## src/rtl/adar_pkg.sv

```systemverilog
// Shared definitions for the SPI command arbiter.
//   arb_state_t    : arbiter FSM state encoding
//   SPI_*_WIDTH    : default SPI register address/data widths
//   REQ_*          : requester index assignments
package adar_pkg;

  localparam int SPI_ADDR_WIDTH = 14;
  localparam int SPI_DATA_WIDTH = 8;

  localparam int REQ_BEAM = 0;
  localparam int REQ_DET  = 1;
  localparam int REQ_TEMP = 2;

  typedef enum logic [1:0] {
    IDLE,
    ISSUE,
    WAIT,
    DONE
  } arb_state_t;

endpackage

```

## src/rtl/rr_picker.sv

```systemverilog
// Round-robin priority picker (purely combinational).
//   req        : request vector
//   last_grant : index of the most recent winner; search starts one above it
//   grant      : one-hot winner (zero when no request)
//   grant_idx  : binary index of the winner
module rr_picker #(
  parameter int NUM_REQ   = 3,
  parameter int IDX_WIDTH = 2
) (
  input  logic [NUM_REQ-1:0]   req,
  input  logic [IDX_WIDTH-1:0] last_grant,
  output logic [NUM_REQ-1:0]   grant,
  output logic [IDX_WIDTH-1:0] grant_idx
);

  localparam int unsigned NR = NUM_REQ;

  always_comb begin
    logic                 found;
    logic [IDX_WIDTH-1:0] idx;
    grant     = '0;
    grant_idx = '0;
    found     = 1'b0;
    idx       = '0;
    // Offsets 1..NR visit every requester once, ending on last_grant itself.
    for (int unsigned i = 1; i <= NR; i++) begin
      idx = IDX_WIDTH'((32'(last_grant) + i) % NR);
      if (!found && req[idx]) begin
        grant[idx] = 1'b1;
        grant_idx  = idx;
        found      = 1'b1;
      end
    end
  end

endmodule

```

## src/rtl/spi_cmd_arbiter.sv

```systemverilog
// Arbitrates register commands from several requesters onto a single SPI
// master, one outstanding command at a time, with a response timeout.
//   req_*          : per-requester command channel (valid/ready handshake)
//   resp_*         : completion pulse to the owning requester, shared data/err
//   spi_cmd_*      : command to the SPI master (valid is a one-cycle pulse)
//   spi_resp_*     : completion from the SPI master
//   busy           : a command is in flight
module spi_cmd_arbiter
  import adar_pkg::*;
#(
  parameter int NUM_REQ        = 3,
  parameter int ADDR_WIDTH     = SPI_ADDR_WIDTH,
  parameter int DATA_WIDTH     = SPI_DATA_WIDTH,
  parameter int TIMEOUT_CYCLES = 4096
) (
  input  logic                                clk,
  input  logic                                rst_n,
  input  logic [NUM_REQ-1:0]                  req_valid,
  output logic [NUM_REQ-1:0]                  req_ready,
  input  logic [NUM_REQ-1:0]                  req_write,
  input  logic [NUM_REQ-1:0][ADDR_WIDTH-1:0]  req_addr,
  input  logic [NUM_REQ-1:0][DATA_WIDTH-1:0]  req_wdata,
  output logic [NUM_REQ-1:0]                  resp_valid,
  output logic [DATA_WIDTH-1:0]               resp_rdata,
  output logic                                resp_err,
  output logic                                spi_cmd_valid,
  output logic                                spi_cmd_write,
  output logic [ADDR_WIDTH-1:0]               spi_cmd_addr,
  output logic [DATA_WIDTH-1:0]               spi_cmd_wdata,
  input  logic                                spi_resp_valid,
  input  logic [DATA_WIDTH-1:0]               spi_resp_rdata,
  output logic                                busy
);

  localparam int IW = (NUM_REQ > 1) ? $clog2(NUM_REQ) : 1;
  localparam int CW = $clog2(TIMEOUT_CYCLES) + 1;
  localparam logic [CW-1:0] TO_LAST = CW'(TIMEOUT_CYCLES - 1);

  arb_state_t         state;
  logic [IW-1:0]      last_grant;
  logic [IW-1:0]      owner;
  logic [IW-1:0]      win_idx;
  logic [NUM_REQ-1:0] win;
  logic [CW-1:0]      tcnt;
  logic               handshake;

  rr_picker #(
    .NUM_REQ   (NUM_REQ),
    .IDX_WIDTH (IW)
  ) u_picker (
    .req        (req_valid),
    .last_grant (last_grant),
    .grant      (win),
    .grant_idx  (win_idx)
  );

  // Gated by rst_n so ready reads 0 while reset is held, not just after it.
  assign req_ready = (rst_n && state == IDLE) ? win : '0;
  assign handshake = |(req_valid & req_ready);
  assign busy      = (state != IDLE);

  always_ff @(posedge clk or negedge rst_n) begin
    if (!rst_n) begin
      state         <= IDLE;
      last_grant    <= IW'(NUM_REQ - 1);
      owner         <= '0;
      tcnt          <= '0;
      spi_cmd_valid <= 1'b0;
      spi_cmd_write <= 1'b0;
      spi_cmd_addr  <= '0;
      spi_cmd_wdata <= '0;
      resp_valid    <= '0;
      resp_rdata    <= '0;
      resp_err      <= 1'b0;
    end else begin
      spi_cmd_valid <= 1'b0;
      resp_valid    <= '0;
      unique case (state)
        IDLE: begin
          if (handshake) begin
            owner         <= win_idx;
            last_grant    <= win_idx;
            spi_cmd_write <= req_write[win_idx];
            spi_cmd_addr  <= req_addr[win_idx];
            spi_cmd_wdata <= req_wdata[win_idx];
            spi_cmd_valid <= 1'b1;
            state         <= ISSUE;
          end
        end
        ISSUE: begin
          tcnt  <= '0;
          state <= WAIT;
        end
        WAIT: begin
          // A response in the final timeout cycle still counts as a response.
          if (spi_resp_valid) begin
            resp_rdata        <= spi_resp_rdata;
            resp_err          <= 1'b0;
            resp_valid[owner] <= 1'b1;
            state             <= DONE;
          end else if (tcnt == TO_LAST) begin
            resp_rdata        <= '0;
            resp_err          <= 1'b1;
            resp_valid[owner] <= 1'b1;
            state             <= DONE;
          end else if (tcnt != '1) begin
            tcnt <= tcnt + CW'(1);
          end
        end
        DONE: begin
          state <= IDLE;
        end
        default: begin
          state <= IDLE;
        end
      endcase
    end
  end

endmodule

```

## config.mk

```make
export PLATFORM = sky130hd
export DESIGN_NAME = spi_cmd_arbiter
export DESIGN_NICKNAME = d
export VERILOG_FILES = /design/src/rtl/adar_pkg.sv /design/src/rtl/rr_picker.sv /design/src/rtl/spi_cmd_arbiter.sv
export SDC_FILE = /design/constraint.sdc
export NUM_CORES = 1
export LEC_CHECK = 0
export BUFFER_PORTS_ARGS = -buffer_cell sky130_fd_sc_hd__buf_2
export CORE_MARGIN = 2
export CORE_UTILIZATION = 30
export CTS_BUF_LIST = sky130_fd_sc_hd__clkbuf_4
export DETAILED_ROUTE_END_ITERATION = 10
export SETUP_SLACK_MARGIN = 0.15
export SYNTH_ARGS = -nofsm -noshare
export SYNTH_HDL_FRONTEND = slang
export SYNTH_SLANG_ARGS = --single-unit
```

## constraint.sdc

```tcl
create_clock -name clk -period 3.4 [get_ports clk]
set_input_delay 0.68 -clock clk [delete_from_list [all_inputs] [get_ports clk]]
set_output_delay 0.68 -clock clk [all_outputs]
set_load 0.01 [all_outputs]
```

---- Word level (Yosys, flattened, before mapping) ----
Index checks and enable logic that the tools add are counted.
operators by class
  $add $sub $neg .......................... 4
  divide/modulo/power cells ............... 3
  order comparisons ....................... 9
  equal/unequal tests ..................... 10
  muxes and demuxes ....................... 46
  bitwise operators ....................... 3
  reductions and logical operators ........ 18
operator list
  operator                                                                   count
  32-bit by 2-bit remainder unit with 32-bit output (second input constant)  3
  13-bit two-way mux                                                         3
  14-bit binary-select mux with 2-bit select                                 1
  13-bit case mux with 2 select lines                                        1
  8-bit two-way mux                                                          3
  3-bit two-way mux                                                          7
  8-bit binary-select mux with 2-bit select                                  1
  2-bit by 3-bit < comparator with 1-bit output (second input constant)      5
  1-bit two-way mux                                                          14
  14-bit two-way mux                                                         1
  13-bit by 1-bit adder with 13-bit output (second input constant)           1
  13-bit by 12-bit == test with 1-bit output (second input constant)         1
  13-bit inequality test (second input constant)                             1
  2-bit two-way mux                                                          6
  1-bit binary-select mux with 2-bit select                                  4
  1-bit demux with 2-bit select                                              4
  2-bit by 1-bit >= comparator with 1-bit output (second input constant)     4
  2-bit inequality test (second input constant)                              4
  2-bit case mux with 4 select lines                                         1
  1-bit logical AND                                                          7
  2-bit by 2-bit adder with 3-bit output (second input constant)             2
  3-bit OR                                                                   2
  2-bit AND reduction                                                        3
  2-bit nonzero test                                                         3
  other kinds (9)                                                            11
word-level totals
  flip-flop bits (word level) ............. 55
  output and inout bits ................... 40
  logic and storage cells ................. 104

---- Logic depth before layout (Yosys ltp) ----
Gate-level depths: netlist (run 1).
  depth after elaboration ................. 16
  gate-level depth with buffers ........... 12
  depth with buffers taken out ............ 9

---- By module ----
A second synthesis (run 1) with hierarchy kept.
second synthesis, totals
  cell total of the unflattened synthesis .. 333
  area, all modules ....................... 3125.5 sq um
by module, submodules not included
  module           times used  cells each  area each (sq um)  seq. area each (sq um)
  spi_cmd_arbiter  1           298         2845.2             1352.5
  rr_picker        1           35          280.3              0.0

---- Worst setup path before layout (run 1) ----
No wires, ideal clock.
  path kind ............................... register -> output
  start point ............................. reg last_grant[1]
  end point ............................... out req_ready[2]
  arrival time ............................ 1.901 ns
  data required time ...................... 2.720 ns
  slack ................................... 0.819 ns
  stages on the path, launching flop included .. 7
  path buffers ............................ 1
  cells stage by stage .................... dfstp_2 -> ha_1 -> buf_6 -> mux2i_2 -> mux2i_4 -> or4_1 -> a21oi_1
between the ends
  cells in the longest elaborated chain, start to end .. 12
  elaborated cells between the ends (all ways) .. 39
RTL lines
  what                                                                                         line                              RTL
  start, declared                                                                              spi_cmd_arbiter.sv:40             logic [IW-1:0] last_grant;
  start signal, assigned                                                                       spi_cmd_arbiter.sv:65             last_grant <= IW'(NUM_REQ - 1);
  start signal, assigned                                                                       spi_cmd_arbiter.sv:82             last_grant <= win_idx;
  2-bit by 1-bit adder with 3-bit output                                                       rr_picker.sv:27                   idx = IDX_WIDTH'((32'(last_grant) + i) % NR);
  32-bit by 2-bit remainder unit with 32-bit output                                            rr_picker.sv:27
  2-bit by 3-bit < comparator with 1-bit output (not written as such) (tied with other cells)  rr_picker.sv:29                   grant[idx] = 1'b1;
  1-bit logical AND (not written as such) / 1-bit two-way mux (equally long branches)          rr_picker.sv:29, rr_picker.sv:28
  1-bit two-way mux (on tied branches)                                                         rr_picker.sv:29, rr_picker.sv:28
  1-bit demux with 2-bit select / 1-bit logical NOT (equally long branches)                    --
  3-bit two-way mux / 1-bit logical AND (equally long branches)                                rr_picker.sv:28                   if (!found && req[idx]) begin
  3-bit OR (no line) / 1-bit two-way mux (equally long branches)                               --
  3-bit two-way mux / 1-bit logical NOT (equally long branches)                                rr_picker.sv:28
  3-bit OR (no line) / 1-bit logical AND (equally long branches)                               --
  3-bit two-way mux (*)                                                                        rr_picker.sv:28
  3-bit two-way mux (*)                                                                        spi_cmd_arbiter.sv:58             assign req_ready = (rst_n && state == IDLE) ? win : '0;
  end, declared                                                                                spi_cmd_arbiter.sv:19             output logic [NUM_REQ-1:0] req_ready,
Mark *: on every way between the ends. The rest lies on a longest branch, timed or not. The select of a mux whose other input is x is not followed.

---- Worst setup path in the final report (run 1) ----
Ends and elaborated chain as after synthesis.

==> impl_metrics.py, run 1 <==
metrics = {
    "floorplan": {
        "dieArea_um2": 11400,
        "die_h_um": 107,
        "start_util_pct": 30.7,
        "die_w_um": 107,
        "core_area_um2": 10300,
        "num_rows": 37,
        "num_io_pins": 123,
    },
    "synth": {
        "synth_xor_area_share_pct": 2.77,
        "synth_top_family_by_area": "compound AO/OA/AOI/OAI gates",
        "synthSimpleGateAreaFrac_pct": 18.9,
        "synth_most_common_cell": "dfrtp_1",
        "synth-seq-cells": 54,
        "synth.area.mux_share_pct": 2.46,
        "synth.distinct_cells": 46,
        "synth_top_flop_cell": "dfrtp_1",
        "syn_area_um2": 3160,
        "synth_edf_count": 0,
        "synthArstFlopShare_pct": 100,
        "synth_compound_area_share_pct": 21.0,
        "synthTopCellsByArea": "dfrtp_1, a21oi_2, a221oi_1, nor2b_1, nor2_1",
        "ys_seq_area_share_pct": 42.8,
        "syn_inst": 329,
        "yosysWarnings": 0,
        "synth_nets": 421,
        "netlist_top_cells_count": "dfrtp_1, nor2_1, inv_1",
        "synth_top_area_share_pct": 42.0,
        "syn_area_per_cell_um2": 9.60,
        "yosysTopAreaCell": "dfrtp_1",
        "synth_fa_ha_area_share_pct": 3.56,
    },
    "placed_design": {
        "hpwl_um": 5670,
        "portBuffers": 122,
        "place_area_um2": 3850,
        "dp_cells": 573,
        "gp_congestion": 0.903,
    },
    "routing": {
        "route.detailed.drc": 0,
        "drt-total-wl_um": 7900,
        "firstDrtPassIters": 4,
        "postRouteAntennaNets": 0,
        "drt_iter0_markers": 105,
        "num_vias": 2781,
        "wl_per_cell_um": 13.5,
        "viasPerCell": 4.76,
    },
    "finish": {
        "utilization_pct": 39.0,
        "area_delta_synth_final_pct": 26.8,
        "finalNonFillerCells": 584,
        "nNetsFinal": 539,
        "final_layout_size_suffix_gt1_share_pct": 39.3,
        "fin_area_um2": 4010,
        "antenna_cells": 0,
    },
    "clock_network": {
        "clk_path_buf_depth": 2,
        "cts_tree": "done",
        "clock-sinks": 54,
        "numCtsBuffers": 5,
        "clock_latency_ns": 0.37,
        "path_clk_slew_ns": 0.16,
        "cts-root-buf": "clkbuf_4",
        "htree_levels": 2,
    },
    "outcome": {
        "outcome": "completed",
    },
    "sta": {
        "period_share_pct": 90.2,
        "drv_slew": 0,
        "finalCriticalPeriod_ns": 3.07,
        "slew_headroom_pct": 19.0,
        "fin_skew_ns": 0.00490,
        "hold_viol": 0,
        "fmax_ghz": 0.326,
        "finalSetupTns_ns": 0,
        "rsz0062_at_grt": "no",
        "setup_viol": 0,
        "worstMarginPinSlew_ns": 1.20,
    },
    "critical_path": {
        "required_ns": 2.72,
        "startpoint_type": "register",
        "critPathKind": "reg -> out",
        "endpoint_kind": "output port",
        "path_max_fanout": 8,
        "cp.arrival_ns": 2.39,
    },
    "grt": {
        "grt_overflow": 0,
        "track_usage_pct": 14.0,
        "antenna_found_initial": 0,
        "grt_pass1_vias": 2795,
        "grt_max_degree": 55,
        "grt_pass1_wl_um": 13000,
    },
    "pwr": {
        "peakVddDrop_mv": 0.301,
        "combPwrFrac_pct": 56.1,
        "p_seq_share_pct": 30.6,
        "p_per_area_nw_per_um2": 830,
        "p_leak_nw": 1.95,
        "swShare_pct": 43.2,
        "p_int_mw": 1.89,
        "switchingPower_mw": 1.44,
        "p_clk_share_pct": 13.3,
    },
    "worst_hold_path": {
        "worstHoldPathType": "in -> async",
    },
    "flow_run": {
        "maxCapViolCount": 0,
    },
}
[power groups by stage]
stage	Clock (mW)	Combinational, mW	Sequential [mW]
floorplan	0	1.25	1.11
detailed placement	0	1.83	1.03
global placement	0	1.80	1.02
global route	0.480	2.09	1.05
CTS	0.459	1.85	1.02
finish	0.442	1.87	1.02
[kinds of logic (layout without fill, tap and decap cells)]
| group | count (synthesis) | count (layout) |
|---|---|---|
| AO/OA/AOI/OAI | 81 | 81 |
| XOR/XNOR | 10 | 10 |
| multiplexers | 6 | 6 |
| flip-flops | 54 | 54 |
| buffers and inverters | 53 | 172 |
| AND/OR/NAND/NOR | 116 | 116 |
| adder cells (fa/ha/maj) | 9 | 9 |
[per-layer routing]
metal / track usage [%] / wire length (µm)
met5: 0 / 0
met4: 2.97 / 54
met3: 4.26 / 618
met2: 24.6 / 3780
met1: 17.0 / 3440
[per-stage QoR]
| stage | power [mW] | setup slack (ns) | hold slack, ns |
|---|---|---|---|
| final | 3.33 | 0.335 | 0.483 |
| after detailed placement | 2.86 | 0.262 | 0.478 |
| after floorplan | 2.36 | 0.819 | 0.384 |
| after global placement | 2.82 | 0.446 | 0.481 |
| after CTS | 3.32 | 0.172 | 0.495 |
| after global routing | 3.62 | 0.153 | 0.503 |
[final cells by class]
class | instances | area, µm²
flip-flops and latches | 54 | 1350
repair buffers | 129 | 663
fillers | 1088 | 6270
inverters | 35 | 144
multi-input cells | 222 | 1570
clock buffers | 5 | 37.5
well taps | 136 | 170
clock inverters | 3 | 68.8
[sequential cells by signal, summed over array words and instances (netlist names)]
register       count
owner              1
resp_valid         3
resp_rdata         8
spi_cmd_write      1
spi_cmd_wdata      8
tcnt              13
resp_err           1
spi_cmd_valid      1
spi_cmd_addr      14
last_grant         2
state              2
[final timing paths]
kind	startpoint	endpoint	slack, ns	cells past startpoint
setup / recovery	last_grant[1]	req_ready[2]	0.33	7
hold reg to reg	owner[1]	resp_valid[1]	0.51	1
setup reg to reg	last_grant[1]	spi_cmd_addr[7]	0.52	9
max in group asynchronous	rst_n	resp_valid[0]	2.47	2
hold / removal	rst_n	state[1]	0.48	2
min in group clk	owner[1]	resp_valid[1]	0.51	1
[critical path, stage by stage (launching register included)]
cell     delay, ns
dfstp_2       0.61
inv_1         0.07
ha_2          0.23
mux2i_1       0.15
o21a_1        0.21
or4_1         0.46
a21oi_1       0.14
buf_2         0.14
[cells in the final DEF, fill, tap and decap left out, types with 3 or more instances in the layout]
master,instances
buf_4,7
o21ai_0,9
and2_1,3
clkbuf_4,5
ha_1,6
a221oi_1,22
nand3_1,5
nand2b_1,3
xor2_1,8
dfrtp_1,53
inv_1,33
buf_2,122
nand4_1,5
or3_1,3
a21oi_2,23
nor2_1,42
a22o_1,8
nand2_1,10
mux2i_1,3
a21oi_1,6
nor2b_1,27
nor3_1,7
o21a_1,3
[what timing repair did]
item / 4_1_cts / 5_1_grt
endpoints found under the setup margin: 1 / 3
pin swaps: 0 / 1
setup buffers: 0 / 3
hold endpoints to repair: 0 / 0
gates resized for setup: 1 / 6
hold buffers: 0 / 0
Power figures use the tool's default switching activity.
==> run 2, diff against run 1 <==
Settings changed: SYNTH_HIERARCHICAL from default to 1.
==> impl_metrics.py, run 2 <==
metrics = {
    "sta": {
        "finalSetupTns_ns": 0,
        "fmax_ghz": 0.319,
        "rsz0062_at_grt": "no",
        "drv_slew": 0,
        "finalCriticalPeriod_ns": 3.14,
        "fin_skew_ns": 0.0134,
        "period_share_pct": 92.3,
        "worstMarginPinSlew_ns": 1.02,
        "hold_viol": 0,
        "slew_headroom_pct": 31.7,
        "setup_viol": 0,
    },
    "synth": {
        "synthArstFlopShare_pct": 100,
        "synth_top_flop_cell": "dfrtp_1",
        "yosysTopAreaCell": "dfrtp_1",
        "yosysWarnings": 6,
        "synthTopCellsByArea": "dfrtp_1, a21oi_1, mux2i_1, nor2_1, ha_1",
        "synth.distinct_cells": 55,
        "synth_most_common_cell": "a21oi_1",
        "netlist_top_cells_count": "a21oi_1, dfrtp_1, nor2_1",
        "syn_area_um2": 3130,
        "synth_nets": 425,
        "ys_seq_area_share_pct": 43.3,
        "synth-seq-cells": 54,
        "syn_area_per_cell_um2": 9.39,
        "synth_top_area_share_pct": 42.4,
        "synth_edf_count": 0,
        "syn_inst": 333,
    },
    "critical_path": {
        "critPathMaxStageDelay_ns": 0.60,
        "startpoint_type": "register",
        "ff2ff_path_depth": 10,
        "endpoint_kind": "output port",
        "cp_cell_sequence": "ha_2, and3b_1, a2111oi_2, a21oi_1, o22ai_2, and3_1, buf_2",
        "r2r-end": "state[1]",
        "cp.arrival_ns": 2.46,
        "slowest_stage": "dfstp_2",
        "timing.rr.start": "last_grant[1]",
        "r2r_slack_ns": 0.44,
        "path_max_fanout": 6,
        "critPathKind": "reg -> out",
        "required_ns": 2.72,
    },
    "placed_design": {
        "hpwl_um": 6030,
        "gp_congestion": 0.857,
        "portBuffers": 122,
    },
    "finish": {
        "reg.largest.list": "spi_cmd_addr x14, tcnt x13",
        "area_delta_synth_final_pct": 28.0,
        "nFillCells": 1041,
        "antenna_cells": 0,
        "final_layout_size_suffix_gt1_share_pct": 35.7,
        "nNetsFinal": 542,
        "most-common-layout-cells": "buf_2, a21oi_1, dfrtp_1",
        "top_register": "spi_cmd_addr",
        "layout_commonest_cell": "buf_2",
        "largest_reg_flops": 14,
    },
    "floorplan": {
        "num_io_pins": 123,
        "die_h_um": 106,
        "dieArea_um2": 11300,
        "num_rows": 37,
        "core_area_um2": 10200,
        "start_util_pct": 30.5,
        "die_w_um": 106,
    },
    "pwr": {
        "p_clk_share_pct": 12.2,
        "finalPower_mw": 3.47,
        "p_leak_nw": 1.93,
        "p_seq_share_pct": 30.1,
        "switchingPower_mw": 1.51,
        "p_per_area_nw_per_um2": 868,
        "p_int_mw": 1.96,
        "combPwrFrac_pct": 57.7,
        "swShare_pct": 43.6,
        "peakVddDrop_mv": 0.338,
    },
    "routing": {
        "wl_per_cell_um": 13.5,
        "route.detailed.drc": 0,
        "viasPerCell": 4.88,
        "num_vias": 2864,
        "postRouteAntennaNets": 0,
        "drt-total-wl_um": 7950,
        "firstDrtPassIters": 4,
        "drt_iter0_markers": 62,
    },
    "clock_network": {
        "cts_tree": "done",
        "clk_path_buf_depth": 2,
        "ctsHoldBuffers": 0,
        "post_cts_buffers": 0,
        "cts_resized": 0,
        "htree_levels": 2,
        "path_clk_slew_ns": 0.16,
        "cts-root-buf": "clkbuf_4",
        "clock-sinks": 54,
        "clock_latency_ns": 0.37,
        "numCtsBuffers": 5,
    },
    "worst_hold_path": {
        "worstHoldPathType": "in -> async",
    },
    "outcome": {
        "outcome": "completed",
    },
    "grt": {
        "track_usage_pct": 14.4,
        "grt_overflow": 0,
        "grt_max_degree": 46,
        "grt_pass1_wl_um": 13100,
        "antenna_found_initial": 0,
        "grt_pass1_vias": 2760,
    },
    "flow_run": {
        "maxCapViolCount": 0,
    },
}
## run 2: cell types whose count changed after synthesis, sizes merged, moves of 8 or more
cell,before,now
mux2i,5,27
nor2b,28,2
a221oi,24,1
xor2,8,0
a21oi,29,58
nor2,42,52
inv,34,10
## run 2: kinds of logic (layout without fill, tap and decap cells)
kind of cell,Yosys count,count (layout),synth area share (%)
fa+ha+maj,9,9,3.60
compound gates,98,98,20.0
mux,30,30,9.73
buf+inv,29,147,4.28
simple gates,113,113,19.1
flops,54,54,43.3
## run 2: per-layer routing
metal  global-route usage (%)  up-vias  wire length, µm
met2                     23.4      106             3740
met4                     3.10        0               57
met1                     19.7     1327             3650
met5                        0        -                0
met3                     3.43        4              511
li1                         -     1427                -
## run 2: worst max-delay path, delay by kind of cell (launching register included)
| kind | cells | cell delay, ns |
|---|---|---|
| fa+ha+maj | 1 | 0.33 |
| flops | 1 | 0.60 |
| buf+inv | 1 | 0.13 |
| compound gates | 3 | 0.61 |
| simple gates | 2 | 0.42 |
## run 2: cell type report
type	instances	area [µm²]	share of cell area (%)
clock buffer	5	37.5	0.938
clock inverter	3	63.8	1.59
inverter	10	37.5	0.938
multi-input combinational	250	1680	41.9
sequential	54	1350	33.8
tap	136	170	4.25
timing repair buffer	129	663	16.6
## run 2: power groups by stage
stage	Clock (mW)	Combinational, mW	Sequential [mW]
6_report	0.425	2.00	1.04
5_1_grt	0.462	2.23	1.07
4_1_cts	0.436	1.97	1.04
3_5_place_dp	0	1.97	1.04
3_3_place_gp	0	1.93	1.05
2_1_floorplan	0	1.31	1.12
## run 2: worst max-delay path by stage
stage,start,to,slack (ns),depth (start not counted)
finish,last_grant[1],req_ready[1],0.26,7
global placement,last_grant[0],spi_cmd_addr[8],0.53,11
detailed placement,last_grant[0],spi_cmd_wdata[5],0.36,11
global route,last_grant[1],req_ready[1],0.16,7
CTS,last_grant[0],req_ready[1],0.18,8
floorplan,last_grant[0],state[1],0.75,12
## run 2: stage by stage
step / hold WS, ns / area, µm² / worst slack [ns] / utilization, % / std cells
after floorplan: 0.384 / 3130 / 0.749 / - / 333
after global placement: 0.483 / 3870 / 0.532 / 37.8 / 579
after detailed placement: 0.483 / 3870 / 0.360 / 37.8 / 579
after CTS: 0.147 / 3970 / 0.176 / 38.8 / 587
after global routing: 0.131 / 4000 / 0.161 / 39.1 / 587
final: 0.153 / 4000 / 0.263 / 39.1 / 587
